<file path="src/rtl/mem_stage.sv">
// rtl/mem_stage.sv - MIPS memory-access stage: load/store over req/ack, branch resolve, writeback beat
// Memory ops stall upstream in ACCESS until ack or a bounded wait expires.
module mem_stage #(
  parameter int WORD_SIZE = 32,
  parameter int TIMEOUT   = 255
) (
  input  logic                 clk,
  input  logic                 rst_n,
  input  logic                 ex_valid,
  output logic                 ex_ready,
  input  logic [WORD_SIZE-1:0] ex_alu_out,
  input  logic                 ex_alu_zero,
  input  logic [WORD_SIZE-1:0] ex_store_data,
  input  logic                 ex_mem_read,
  input  logic                 ex_mem_write,
  input  logic                 ex_reg_write,
  input  logic [4:0]           ex_dest,
  input  logic                 ex_branch,
  input  logic [WORD_SIZE-1:0] ex_branch_target,
  output logic                 dmem_req,
  output logic                 dmem_we,
  output logic [WORD_SIZE-1:0] dmem_addr,
  output logic [WORD_SIZE-1:0] dmem_wdata,
  input  logic [WORD_SIZE-1:0] dmem_rdata,
  input  logic                 dmem_ack,
  output logic                 wb_valid,
  output logic                 wb_reg_write,
  output logic [4:0]           wb_dest,
  output logic [WORD_SIZE-1:0] wb_data,
  output logic                 branch_taken,
  output logic [WORD_SIZE-1:0] branch_target,
  output logic                 align_err,
  output logic                 bus_err
);

  localparam int CW = $clog2(TIMEOUT + 1);

  typedef enum logic {IDLE, ACCESS} state_t;

  state_t             r_state, w_next_state;
  logic [CW-1:0]      r_cnt;
  logic               r_we;
  logic               r_reg_write;
  logic [4:0]         r_dest;
  logic [WORD_SIZE-1:0] r_addr, r_wdata;

  logic w_accept, w_is_mem, w_misaligned, w_start, w_in_access, w_timeout;

  assign w_in_access  = (r_state == ACCESS);
  assign ex_ready     = (r_state == IDLE);
  assign w_accept     = ex_valid && ex_ready;
  assign w_is_mem     = ex_mem_read || ex_mem_write;
  assign w_misaligned = (ex_alu_out[1:0] != 2'b00);
  assign w_start      = w_accept && w_is_mem && !w_misaligned;
  // The wait counter reaches TIMEOUT on this edge; ack on the same edge takes priority.
  assign w_timeout    = w_in_access && !dmem_ack && (r_cnt == CW'(TIMEOUT - 1));

  assign dmem_req   = w_in_access;
  assign dmem_we    = w_in_access && r_we;
  assign dmem_addr  = r_addr;
  assign dmem_wdata = r_wdata;

  always_ff @(posedge clk) begin
    if (!rst_n) r_state <= IDLE;
    else        r_state <= w_next_state;
  end

  always_comb begin
    w_next_state = r_state;
    case (r_state)
      IDLE:    if (w_start) w_next_state = ACCESS;
      ACCESS:  if (dmem_ack || w_timeout) w_next_state = IDLE;
      default: w_next_state = IDLE;
    endcase
  end

  always_ff @(posedge clk) begin
    if (!rst_n) begin
      r_cnt         <= '0;
      r_we          <= 1'b0;
      r_reg_write   <= 1'b0;
      r_dest        <= '0;
      r_addr        <= '0;
      r_wdata       <= '0;
      wb_valid      <= 1'b0;
      wb_reg_write  <= 1'b0;
      wb_dest       <= '0;
      wb_data       <= '0;
      branch_taken  <= 1'b0;
      branch_target <= '0;
      align_err     <= 1'b0;
      bus_err       <= 1'b0;
    end else begin
      wb_valid     <= 1'b0;
      wb_reg_write <= 1'b0;
      branch_taken <= 1'b0;
      align_err    <= 1'b0;
      bus_err      <= 1'b0;

      if (w_accept) begin
        if (ex_branch && ex_alu_zero) begin
          branch_taken  <= 1'b1;
          branch_target <= ex_branch_target;
        end
        if (!w_is_mem) begin
          wb_valid     <= 1'b1;
          wb_data      <= ex_alu_out;
          wb_dest      <= ex_dest;
          wb_reg_write <= ex_reg_write;
        end else if (w_misaligned) begin
          align_err <= 1'b1;
          wb_valid  <= 1'b1;
          wb_dest   <= ex_dest;
        end else begin
          r_addr      <= ex_alu_out;
          r_wdata     <= ex_store_data;
          r_we        <= ex_mem_write;
          r_reg_write <= ex_reg_write && !ex_mem_write;
          r_dest      <= ex_dest;
          r_cnt       <= '0;
        end
      end

      if (w_in_access) begin
        if (dmem_ack) begin
          wb_valid     <= 1'b1;
          wb_dest      <= r_dest;
          wb_reg_write <= r_reg_write;
          if (!r_we) wb_data <= dmem_rdata;
        end else if (w_timeout) begin
          bus_err  <= 1'b1;
          wb_valid <= 1'b1;
          wb_dest  <= r_dest;
        end else begin
          r_cnt <= r_cnt + CW'(1);
        end
      end
    end
  end

endmodule

</file>
<file path="config.mk">
export PLATFORM = sky130hd
export DESIGN_NAME = mem_stage
export DESIGN_NICKNAME = d
export VERILOG_FILES = /design/src/rtl/mem_stage.sv
export SDC_FILE = /design/constraint.sdc
export NUM_CORES = 1
export LEC_CHECK = 0
export CORE_UTILIZATION = 40
export CTS_CLUSTER_DIAMETER = 60
export DETAILED_ROUTE_END_ITERATION = 8
export GPL_TIMING_DRIVEN = 1
export PLACE_DENSITY = 0.84
export SLEW_MARGIN = 20
export SYNTH_ARGS = -nofsm -noshare
export SYNTH_HDL_FRONTEND = slang
export SYNTH_SLANG_ARGS = --single-unit
</file>
<file path="constraint.sdc">
create_clock -name clk -period 2 [get_ports clk]
set_input_delay 0.4 -clock clk [delete_from_list [all_inputs] [get_ports clk]]
set_output_delay 0.4 -clock clk [all_outputs]
set_load 0.01 [all_outputs]
</file>
==> results of run 1 <==
[how the worst max path moves through the flow]
stage | startpoint | end | slack [ns] | depth (start not counted)
global route | dmem_req | dmem_we | 0.03 | 2
finish | dmem_req | dmem_we | 0.09 | 2
CTS | dmem_req | dmem_we | 0.05 | 2
floorplan | r_cnt[0] | r_cnt[6] | 0.49 | 7
detailed placement | ex_mem_write | wb_data[21] | -0.05 | 6
global placement | ex_valid | dmem_wdata[21] | 0.06 | 7
[worst max-delay path, delay by kind of cell (launching register included)]
family        cells  cell delay [ns]
buf+inv           1             0.55
flops             1             0.40
simple gates      1             0.15
[metrics by stage]
step | util, % | instance area (um2)
after floorplan | - | 5853
after global placement | 64.63 | 9110
after detailed placement | 64.63 | 9110
after CTS | 69.16 | 9748
after global routing | 69.16 | 9748
final | 69.16 | 9748
[routing by layer]
metal / part of all wire, % / track usage, %
met1: 40 / 25.95
met2: 49 / 42.87
met3: 8.9 / 8.210
met4: 1.5 / 7.546
met5: 0 / 0
[layout by cell type (no fill, tap or decap), drive strengths merged, types with 10 or more instances in the layout]
master	count
o21ai	10
a211oi	32
clkbuf	22
clkdlybuf4s50	282
nor2	37
dfxtp	154
buf	34
nand2	215
mux2i	37
a21oi	112
[sequential cells by signal (all words and copies together), names as in the netlist, 5 cells and up]
signal         cells
branch_target     32
dmem_addr         32
dmem_wdata        32
r_cnt              8
r_dest             5
wb_data           32
wb_dest            5
[report_power, final]
group | leakage [uW] | internal [uW] | switching, uW
Clock | 0.000307 | 2190 | 1250
Sequential | 0.00125 | 3180 | 56.2
Combinational | 0.00189 | 567 | 378
[what timing repair did]
item / in CTS / in global routing
setup endpoints to repair: 1 / 0
hold buffers: 0 / 0
resized for setup: 1 / 0
[logic make-up after synthesis]
logic type,share of synthesized area (%)
fa+ha+maj,0.4275
flops,52.67
buf+inv,4.318
simple gates,20.22
compound gates,16.03
mux,6.328
[area by class of cell]
class / instances / area [um2]
fillers: 1109 / 4348
multi-input cells: 488 / 2522
clock buffers: 22 / 474.2
inverters: 3 / 13.76
repair buffers: 316 / 3266
well taps: 180 / 225.2
clock inverters: 10 / 162.7
flip-flops and latches: 154 / 3084
==> summary.md, run 1 <==
| Metric | Value |
|---|---|
| RSZ-0062 raised after global routing | no |
| Router iterations before antenna repair | 6 |
| Hold_sp | r_dest[3] |
| Fin crit share | 95.60% |
| First-pass GRT wire length | 27760 um |
| Pwr Density | 782.0 nW/um2 |
| Most frequent cells after synthesis | 215 x nand2_1, 154 x dfxtp_1, 112 x a21oi_1 |
| Final HPWL DP | 12910 um |
| Syn avg cell area | 8.410 um2 |
| Via/cell ratio | 5.076 |
| R2R Path End | r_cnt[4] |
| Largest net degree at the start of global routing | 50 |
| Drt initial violations | 323 |
| P&R area growth vs syn | 66.55% |
| Post-DRT Antenna Nets | 0 |
| Setup ws final | 0.08804 ns |
| TNS Setup | 0 ns |
| Syn. warnings | 0 |
| CTS sink count | 154 |
| Core footprint | 14100 um2 |
| CTS Root Cell | clkbuf_16 |
| Dpl cells | 1141 |
| Crit path cell chain | and2_1 -> clkdlybuf4s50_1 |
| Crit-path slowest cell | clkdlybuf4s50_1 |
| Sequential share of the synthesized area | 52.67% |
| Reg-to-reg critical path startpoint | r_cnt[0] |
| EDFF count, synth | 0 |
| CP arrival | 1.51 ns |
| Initial Util | 41.52% |
| Min-Delay Path Depth | 2 |
| Final wirelength | 18020 um |
| Share of layout cells above drive strength 1 | 7.452% |
| Worst vdd rail ir drop | 0.5423 mV |
| Initial antenna violation count | 0 |
| Most numerous cell in the Yosys netlist | nand2_1 |
| Top-Level Pins | 283 |
| Endpoint class of the critical path | primary output |
| Ranking of synthesized cells by area | dfxtp_1 53%, nand2_1 14%, a21oi_1 9.6%, mux2i_1 6.3%, a211oi_1 4.1% |
| Final hold vios | 0 |
| DR DRC count | 0 |
| Total grt overflow | 0 |
| Chip Height | 123.0 um |
| Crit Path Category | reg -> out |
| Cells after synthesis | 696 |
| Via count | 5954 |
| Async SR Flop Fraction | 0% |
| Clock Path Buffers | 2 |
| Final Max Tran Viols | 0 |
| # nets final | 1124 |
| Hold Crit Class | reg -> reg |
| Reg2reg path depth | 6 |
| Final Wtd Congestion | 0.7559 |
| Worst R2R Setup Slack | 0.29 ns |
| DR WL/cell | 15.36 um |
| Standard-cell rows | 43 |
| Synth area leader | dfxtp_1 |
| DP Worst Slack | -0.05250 ns |
| Die area | 15120 um2 |
| Top cell type's share of synthesized area | 52.67% |
| Most used flip-flop cell after synthesis | dfxtp_1 |
| Power consumption | 7623 uW |
| Leakage | 0.003446 uW |
| Final min period | 1.912 ns |
| Non-filler cells, final | 1173 |
| Max Clock Skew | 0.005606 ns |
| Final setup vio count | 0 |
| Max Clk Rate | 0.5230 GHz |
| Synthesized area | 5853 um2 |
| TritonCTS clock tree | done |
| Port Buffer Count | 282 |
| CP required | 1.60 ns |
| Critical path launch point type | flop |
| Crit-path max FO | 8 |
| Hold WS | 0.4503 ns |
| Worst-Margin Slew | 0.3969 ns |
| Reported max-cap violation count | 0 |
| Hold Path End | r_dest[3] |
| Die X | 123.0 um |
| Status | complete, no violations |
| Clock-pin slew on the worst setup and hold paths | 0.06 ns |
| GRT Util Overall | 23.78% |
| CP max stage delay | 0.55 ns |
| Setup bufs post-CTS | 0 |
| H-tree depth | 4 |
| Synth cell types | 41 |
| Slew Limit Headroom | 73.36% |
| TritonCTS buffer count | 17 |
| Clk Latency, worst-skew pair | 0.41 ns |
| ANT cells | 0 |
| Register bit total from synthesis | 154 |
| Vias in the first global route | 5728 |
| Syn nets | 840 |
No activity file was read; power rests on OpenSTA's default activity.
==> run 2, diff against run 1 <==
--- a/config.mk
+++ b/config.mk
@@ -5,11 +5,12 @@
 export SDC_FILE = /design/constraint.sdc
 export NUM_CORES = 1
 export LEC_CHECK = 0
+export ABC_AREA = 1
 export CORE_UTILIZATION = 40
 export CTS_CLUSTER_DIAMETER = 60
 export DETAILED_ROUTE_END_ITERATION = 8
 export GPL_TIMING_DRIVEN = 1
-export PLACE_DENSITY = 0.84
+export PLACE_DENSITY = 0.83
 export SLEW_MARGIN = 20
 export SYNTH_ARGS = -nofsm -noshare
 export SYNTH_HDL_FRONTEND = slang
==> run 2 against run 1 <==
  * Final cell count is 15% higher
  * Via count is 7.9% higher
  * Count of clock-buffer cells in the layout is 4 lower
  * Sequential cell count stayed put
==> summary.md, run 2 <==
| Metric | Value |
|---|---|
| TritonCTS clock tree | done |
| Syn nets | 1015 (+21%) |
| Reg-to-reg critical path startpoint | r_cnt[0] |
| Worst vdd rail ir drop | 0.5066 mV (-6.6%) |
| Final HPWL DP | 12690 um (-1.7%) |
| Clock Path Buffers | 2 (unchanged) |
| CTS sink count | 154 (unchanged) |
| # nets final | 1287 (+15%) |
| Final wirelength | 18160 um (+0.77%) |
| Crit path from | dmem_req |
| Hold Crit Class | in -> reg |
| TNS Setup | 0 ns (unchanged) |
| Commonest non-fill, non-tap cells in the layout | 281 x clkdlybuf4s50_1, 222 x nor2_1, 154 x dfxtp_1, 140 x nand2_1, 125 x o21ai_0 |
| Clk Latency, worst-skew pair | 0.42 ns (about the same) |
| Pwr Density | 758.0 nW/um2 (-3.1%) |
| Syn avg cell area | 7.081 um2 (-16%) |
| Most frequent cells after synthesis | 222 x nor2_1, 154 x dfxtp_1, 140 x nand2_1 |
| Final hold vios | 0 (unchanged) |
| Power consumption | 7404 uW (-2.9%) |
| Max Clk Rate | 0.5122 GHz (-2.1%) |
| Port Buffer Count | 282 (unchanged) |
| Leakage | 0.004453 uW (+29%) |
| RSZ-0062 raised after global routing | no |
| Slew Limit Headroom | 57.56% (-16 points) |
| ANT cells | 0 (unchanged) |
| Most numerous cell in the Yosys netlist | nor2_1 |
| Largest net degree at the start of global routing | 74 (+48%) |
| Cells after synthesis | 871 (+25%) |
| Initial antenna violation count | 0 (unchanged) |
| Max Clock Skew | 0.008351 ns (+0.002745 ns) |
| Final setup vio count | 0 (unchanged) |
| Die area | 15920 um2 (+5.3%) |
| DR WL/cell | 13.51 um (-12%) |
| Reported max-cap violation count | 0 (unchanged) |
| Status | complete, no violations |
| XOR/XNOR share of the synthesized area | 0% (unchanged) |
| Compound-gate portion of the synthesized area | 15.28% (-0.76 points) |
| Post-Synth Adder-Cell Area | 0.4058% (-0.022 points) |
| P&R area growth vs syn | 58.39% |
| Synth cell types | 23 (-44%) |
| Initial Util | 40.72% (-0.80 points) |
| Router iterations before antenna repair | 4 (-2) |
| Chip Height | 126.2 um (+2.6%) |
| Async SR Flop Fraction | 0% (unchanged) |
| Fin crit share | 97.62% (+2.0 points) |
| Share of layout cells above drive strength 1 | 5.363% (-2.1 points) |
| Sequential share of the synthesized area | 49.99% (-2.7 points) |
| Total grt overflow | 0 (unchanged) |
| Crit Path Category | reg -> out |
| Via count | 6427 (+7.9%) |
| Crit-path max FO | 5 (-3) |
| Largest family of logic cells by synthesized area | simple AND/OR/NAND/NOR gates |
| Non-filler cells, final | 1344 (+15%) |
| Synth Area in Simple Gates | 24.75% (+4.5 points) |
| EDFF count, synth | 0 (unchanged) |
| Die X | 126.2 um (+2.6%) |
| Hold_buf cts | 0 (unchanged) |
| Top cell type's share of synthesized area | 49.99% (-2.7 points) |
| Most used flip-flop cell after synthesis | dfxtp_1 |
| Hold_sp | rst_n |
| Syn. warnings | 0 (unchanged) |
| Post-DRT Antenna Nets | 0 (unchanged) |
| Register bit total from synthesis | 154 (unchanged) |
| Finished Core Util | 64.49% (-4.7 points) |
| Mux share of post-synthesis cell area | 0% (-6.3 points) |
| DR DRC count | 0 (unchanged) |
| CP required | 1.60 ns (about the same) |
| Final min period | 1.952 ns (+0.04044 ns) |
| TritonCTS buffer count | 17 (unchanged) |
| Top-Level Pins | 283 (unchanged) |
| CTS Root Cell | clkbuf_16 |
| CP arrival | 1.55 ns (+0.04 ns) |
| Most common cell after layout, fill and taps aside | clkdlybuf4s50_1 |
| Synth area leader | dfxtp_1 |
| First-pass GRT wire length | 29510 um (+6.3%) |
| Core footprint | 15150 um2 (+7.4%) |
| Final Wtd Congestion | 0.7886 (+4.3%) |
| H-tree depth | 4 (unchanged) |
| Dpl cells | 1312 (+15%) |
| Endpoint class of the critical path | primary output |
| Synthesized area | 6167 um2 (+5.4%) |
| Clock-pin slew on the worst setup and hold paths | 0.06 ns (about the same) |
| GRT Util Overall | 23.17% (-0.60 points) |
| Standard-cell rows | 45 (+4.7%) |
| Final Max Tran Viols | 0 (unchanged) |
| Setup bufs post-CTS | 0 (unchanged) |
| Post-CTS resize count | 0 (-1) |
| Via/cell ratio | 4.782 (-5.8%) |
| Drt initial violations | 378 (+17%) |
| Ranking of synthesized cells by area | dfxtp_1 50%, nor2_1 14%, o21ai_0 10%, nand2_1 8.5%, inv_1 5.2% |
| Vias in the first global route | 6170 (+7.7%) |
| Critical path launch point type | flop |
| Worst-Margin Slew | 0.6365 ns (+0.2397 ns) |
==> run 2: changes by cell type in the layout (fill, tap and decap cells not counted), moves of 32 or more <==
| cell | before | now |
|---|---|---|
| inv_1 | 2 | 86 |
| a211oi_1 | 32 | 0 |
| o21ai_0 | 9 | 125 |
| a21oi_1 | 112 | 45 |
| nand2_1 | 215 | 140 |
| mux2i_1 | 37 | 0 |
| nor2_1 | 35 | 222 |
==> run 2: final timing paths <==
| kind | slack [ns] | cells past startpoint | endpoint |
|---|---|---|---|
| min reg2reg | 0.45 | 2 | r_dest[0] |
| max reg2reg | 0.39 | 9 | r_cnt[7] |
| max | 0.05 | 2 | dmem_req |
| min | 0.34 | 3 | align_err |
==> run 2: cells by family after synthesis <==
| kind of cell | after synthesis |
|---|---|
| AO/OA/AOI/OAI | 187 |
| buffers and inverters | 140 |
| adder cells (fa/ha/maj) | 2 |
| AND/OR/NAND/NOR | 388 |
| flip-flops | 154 |
==> run 2: final cells by class <==
class / count / area, um2
Timing Repair Buffer: 302 / 3043
Clock inverter: 14 / 140.1
Fill cell: 1306 / 5378
Inverter: 91 / 344.1
Clock buffer: 18 / 429.2
Tap cell: 188 / 235.2
Multi-Input combinational cell: 577 / 2494
Sequential cell: 154 / 3083
==> run 2: per-layer routing <==
layer	global-route usage, %	part of all wire [%]
met1	26.06	41
met2	39.78	48
met3	8.284	8.4
met4	9.426	2.9
met5	0	0
==> run 2: where the power goes <==
group | leakage, uW | internal (uW) | switching (uW) | total [uW]
logic | 0.00293 | 599 | 451 | 1050
registers | 0.00126 | 3210 | 70.0 | 3280
clock network | 0.000268 | 1740 | 1340 | 3070
==> run 2: worst max-delay path, cell delays in order, from the launching register on <==
cell             delay [ns]
dfxtp_1                0.41
buf_4                  0.16
clkdlybuf4s50_1        0.56
==> run 2: stage by stage <==
stage | hold slack, ns | setup WS, ns | area [um2]
3_3_place_gp | 0.4412 | 0.07943 | 9199
2_1_floorplan | 0.4301 | 0.5218 | 6167
4_1_cts | 0.3214 | 0.03007 | 9768
3_5_place_dp | 0.4477 | 0.02135 | 9199
6_report | 0.3412 | 0.04760 | 9768
5_1_grt | 0.3232 | 0.01337 | 9768
==> run 3, diff against run 2 <==
--- a/config.mk
+++ b/config.mk
@@ -10,7 +10,8 @@
 export CTS_CLUSTER_DIAMETER = 60
 export DETAILED_ROUTE_END_ITERATION = 8
 export GPL_TIMING_DRIVEN = 1
-export PLACE_DENSITY = 0.83
+export HOLD_SLACK_MARGIN = 0.03
+export PLACE_DENSITY_LB_ADDON = 0.08
 export SLEW_MARGIN = 20
 export SYNTH_ARGS = -nofsm -noshare
 export SYNTH_HDL_FRONTEND = slang
==> run 3 against run 2 <==
  * Via count decreased by 1.9%
  * First-iteration DRC count shrank 2.4%
  * Worst hold slack improved by 0.096 ns
  * Routed wire length fell by 1.4%
  * Global-route usage shrank 0.58 points
  * Sequential share of layout area hardly changed
  * Critical endpoint is now dmem_we
  * Sequential power is essentially flat
  * Count of clock-buffer cells in the layout rose by 3
  * Power hardly changed
==> summary.md, run 3 (synthesis results as in run 2) <==
| Metric | Value |
|---|---|
| Status | complete, no violations |
| Final hold vios | 0 (unchanged) |
| R2R Path End | r_cnt[5] |
| Chip Height | 126.2 um (unchanged) |
| Worst path bufs/invs | 2 (unchanged) |
| First-pass GRT wire length | 28660 um (-2.9%) |
| Hold WS | 0.4371 ns (+0.09591 ns) |
| Met3 WL | 1440 um (-5.7%) |
| Final wirelength | 17900 um (-1.4%) |
| Initial Util | 40.72% (unchanged) |
| Setup ws final | 0.08687 ns (+0.03927 ns) |
| Largest net degree at the start of global routing | 112 (+51%) |
| Final Max Tran Viols | 0 (unchanged) |
| DR DRC count | 0 (unchanged) |
| Vias in the first global route | 5901 (-4.4%) |
| DP Worst Slack | -0.006055 ns (-0.02740 ns) |
| Drt initial violations | 369 (-2.4%) |
| Commonest non-fill, non-tap cells in the layout | 281 x clkdlybuf4s50_1, 222 x nor2_1, 153 x dfxtp_1, 140 x nand2_1, 125 x o21ai_0 |
| Slew Limit Headroom | 71.83% (+14 points) |
| Power consumption | 7405 uW (about the same) |
| TritonCTS clock tree | done |
| CP max stage delay | 0.52 ns (-0.04 ns) |
| Finished Core Util | 64.44% (about the same) |
| Crit-path max FO | 8 (+3) |
| Final Wtd Congestion | 0.7798 (-1.1%) |
| # nets final | 1287 (unchanged) |
| Initial antenna violation count | 0 (unchanged) |
| Min-Delay Path Depth | 3 (unchanged) |
| RSZ-0062 raised after global routing | no |
| CP required | 1.60 ns (about the same) |
| Router iterations before antenna repair | 7 (+3) |
| ANT cells | 0 (unchanged) |
| Total grt overflow | 0 (unchanged) |
| DR WL/cell | 13.34 um (-1.3%) |
| Leakage | 0.004469 uW (+0.35%) |
| Via/cell ratio | 4.697 (-1.8%) |
| Setup bufs post-CTS | 0 (unchanged) |
| Worst R2R Setup Slack | 0.44 ns (+0.05 ns) |
| Standard-cell rows | 45 (unchanged) |
| TritonCTS buffer count | 17 (unchanged) |
| Final min period | 1.913 ns (-0.03927 ns) |
| CP top delay family | buffers and inverters |
| GRT Util Overall | 22.59% (-0.58 points) |
| Clock Path Buffers | 2 (unchanged) |
| Hold_sp | rst_n |
| M1 WL | 7777 um (+5.3%) |
| Via count | 6303 (-1.9%) |
| Filler cells | 1342 (+2.8%) |
| Top-Level Pins | 283 (unchanged) |
| CP arrival | 1.51 ns (-0.04 ns) |
| H-tree depth | 4 (unchanged) |
| Clk Latency, worst-skew pair | 0.41 ns (about the same) |
| P&R area growth vs syn | 58.25% (about the same) |
| Die X | 126.2 um (unchanged) |
| Worst-Margin Slew | 0.4225 ns (-0.2141 ns) |
| Post-DRT Antenna Nets | 0 (unchanged) |
| Max Clk Rate | 0.5227 GHz (+2.1%) |
| Reported max-cap violation count | 0 (unchanged) |
| Core footprint | 15150 um2 (unchanged) |
| Fin crit share | 95.66% (-2.0 points) |
| Clock-pin slew on the worst setup and hold paths | 0.06 ns (about the same) |
| Most common cell after layout, fill and taps aside | clkdlybuf4s50_1 |
| CTS Root Cell | clkbuf_16 |
| DR WL met2 | 8284 um (-4.9%) |
| Area of the multi-input gates | 2494 um2 (unchanged) |
| Crit-path slowest cell | clkdlybuf4s50_1 |
| Die area | 15920 um2 (unchanged) |
| Reg-to-reg critical path startpoint | r_cnt[0] |
| Worst vdd rail ir drop | 0.5601 mV (+11%) |
| Final HPWL DP | 12130 um (-4.5%) |
| Pwr Density | 758.8 nW/um2 (about the same) |
| FF/Latch Area | 3084 um2 (about the same) |
| Crit Path Category | reg -> out |
| Max Clock Skew | 0.005588 ns (-0.002762 ns) |
| Highest metal used | met4 |
| Crit path cell chain | nand2_1 -> inv_1 -> clkdlybuf4s50_1 |
| Reg2reg path depth | 9 (unchanged) |
| Port Buffer Count | 282 (unchanged) |
| Critical path launch point type | flop |
| CTS sink count | 154 (unchanged) |
| Hold Crit Class | in -> reg |
| Hold Path End | r_cnt[1] |
| Final setup vio count | 0 (unchanged) |
| Share of layout cells above drive strength 1 | 5.199% (-0.16 points) |
| Endpoint class of the critical path | primary output |
-- run 3: cell types whose count changed in the layout (fill, tap and decap cells not counted), moves of 2 or more --
cell        before  now
clkinv_2         0    6
clkinv_4         7    1
clkinvlp_4       3    0
inv_6            3    0
clkbuf_8         0    2
-- run 3: per-stage QoR --
step                instance area (um2)  std cells   TNS (ns)
floorplan                          6167        871          0
global placement                   9199       1312          0
detailed placement                 9199       1312  -0.006055
CTS                                9759       1342          0
global route                       9759       1342          0
finish                             9759       1342          0
-- run 3: final cells by class --
type,count,share of cell area [%]
clock inverter,9,1.013
multi-input combinational,577,25.55
clock buffer,21,4.718
tap,188,2.410
timing repair buffer,302,31.18
inverter,91,3.526
sequential,154,31.60
-- run 3: worst max path at each step --
stage	from	cells after the start	slack, ns	endpoint
global placement	ex_alu_out[0]	10	0.02	r_cnt[2]
global route	dmem_req	3	0.03	dmem_we
finish	dmem_req	3	0.09	dmem_we
CTS	dmem_req	3	0.06	dmem_we
detailed placement	ex_alu_out[0]	8	-0.006	r_dest[2]
floorplan	ex_alu_out[0]	8	0.52	dmem_addr[10]
-- run 3: worst min-delay path, stage by stage --
cell and delay [ns]:
buf_2 0.12, clkinv_1 0.21, a21oi_1 0.06
-- run 3: report_power, final --
group          leakage (uW)  internal [uW]  total [uW]  switching (uW)
clock network      0.000282           1880        3080            1200
registers           0.00126           3210        3280            69.3
logic               0.00293            599        1040             445
total               0.00447           5690        7400            1720
-- run 3: metal layers --
layer  global-route usage [%]  vias up
li1                         -     3254
met4                    8.505        0
met3                    8.326       29
met1                    26.61     2806
met5                        0        -
met2                    37.44      214
-- run 3: timing repair --
action | 4_1_cts | 5_1_grt
resized for setup | 1 | 0
hold buffers | 0 | 0
setup endpoints to repair | 1 | 0
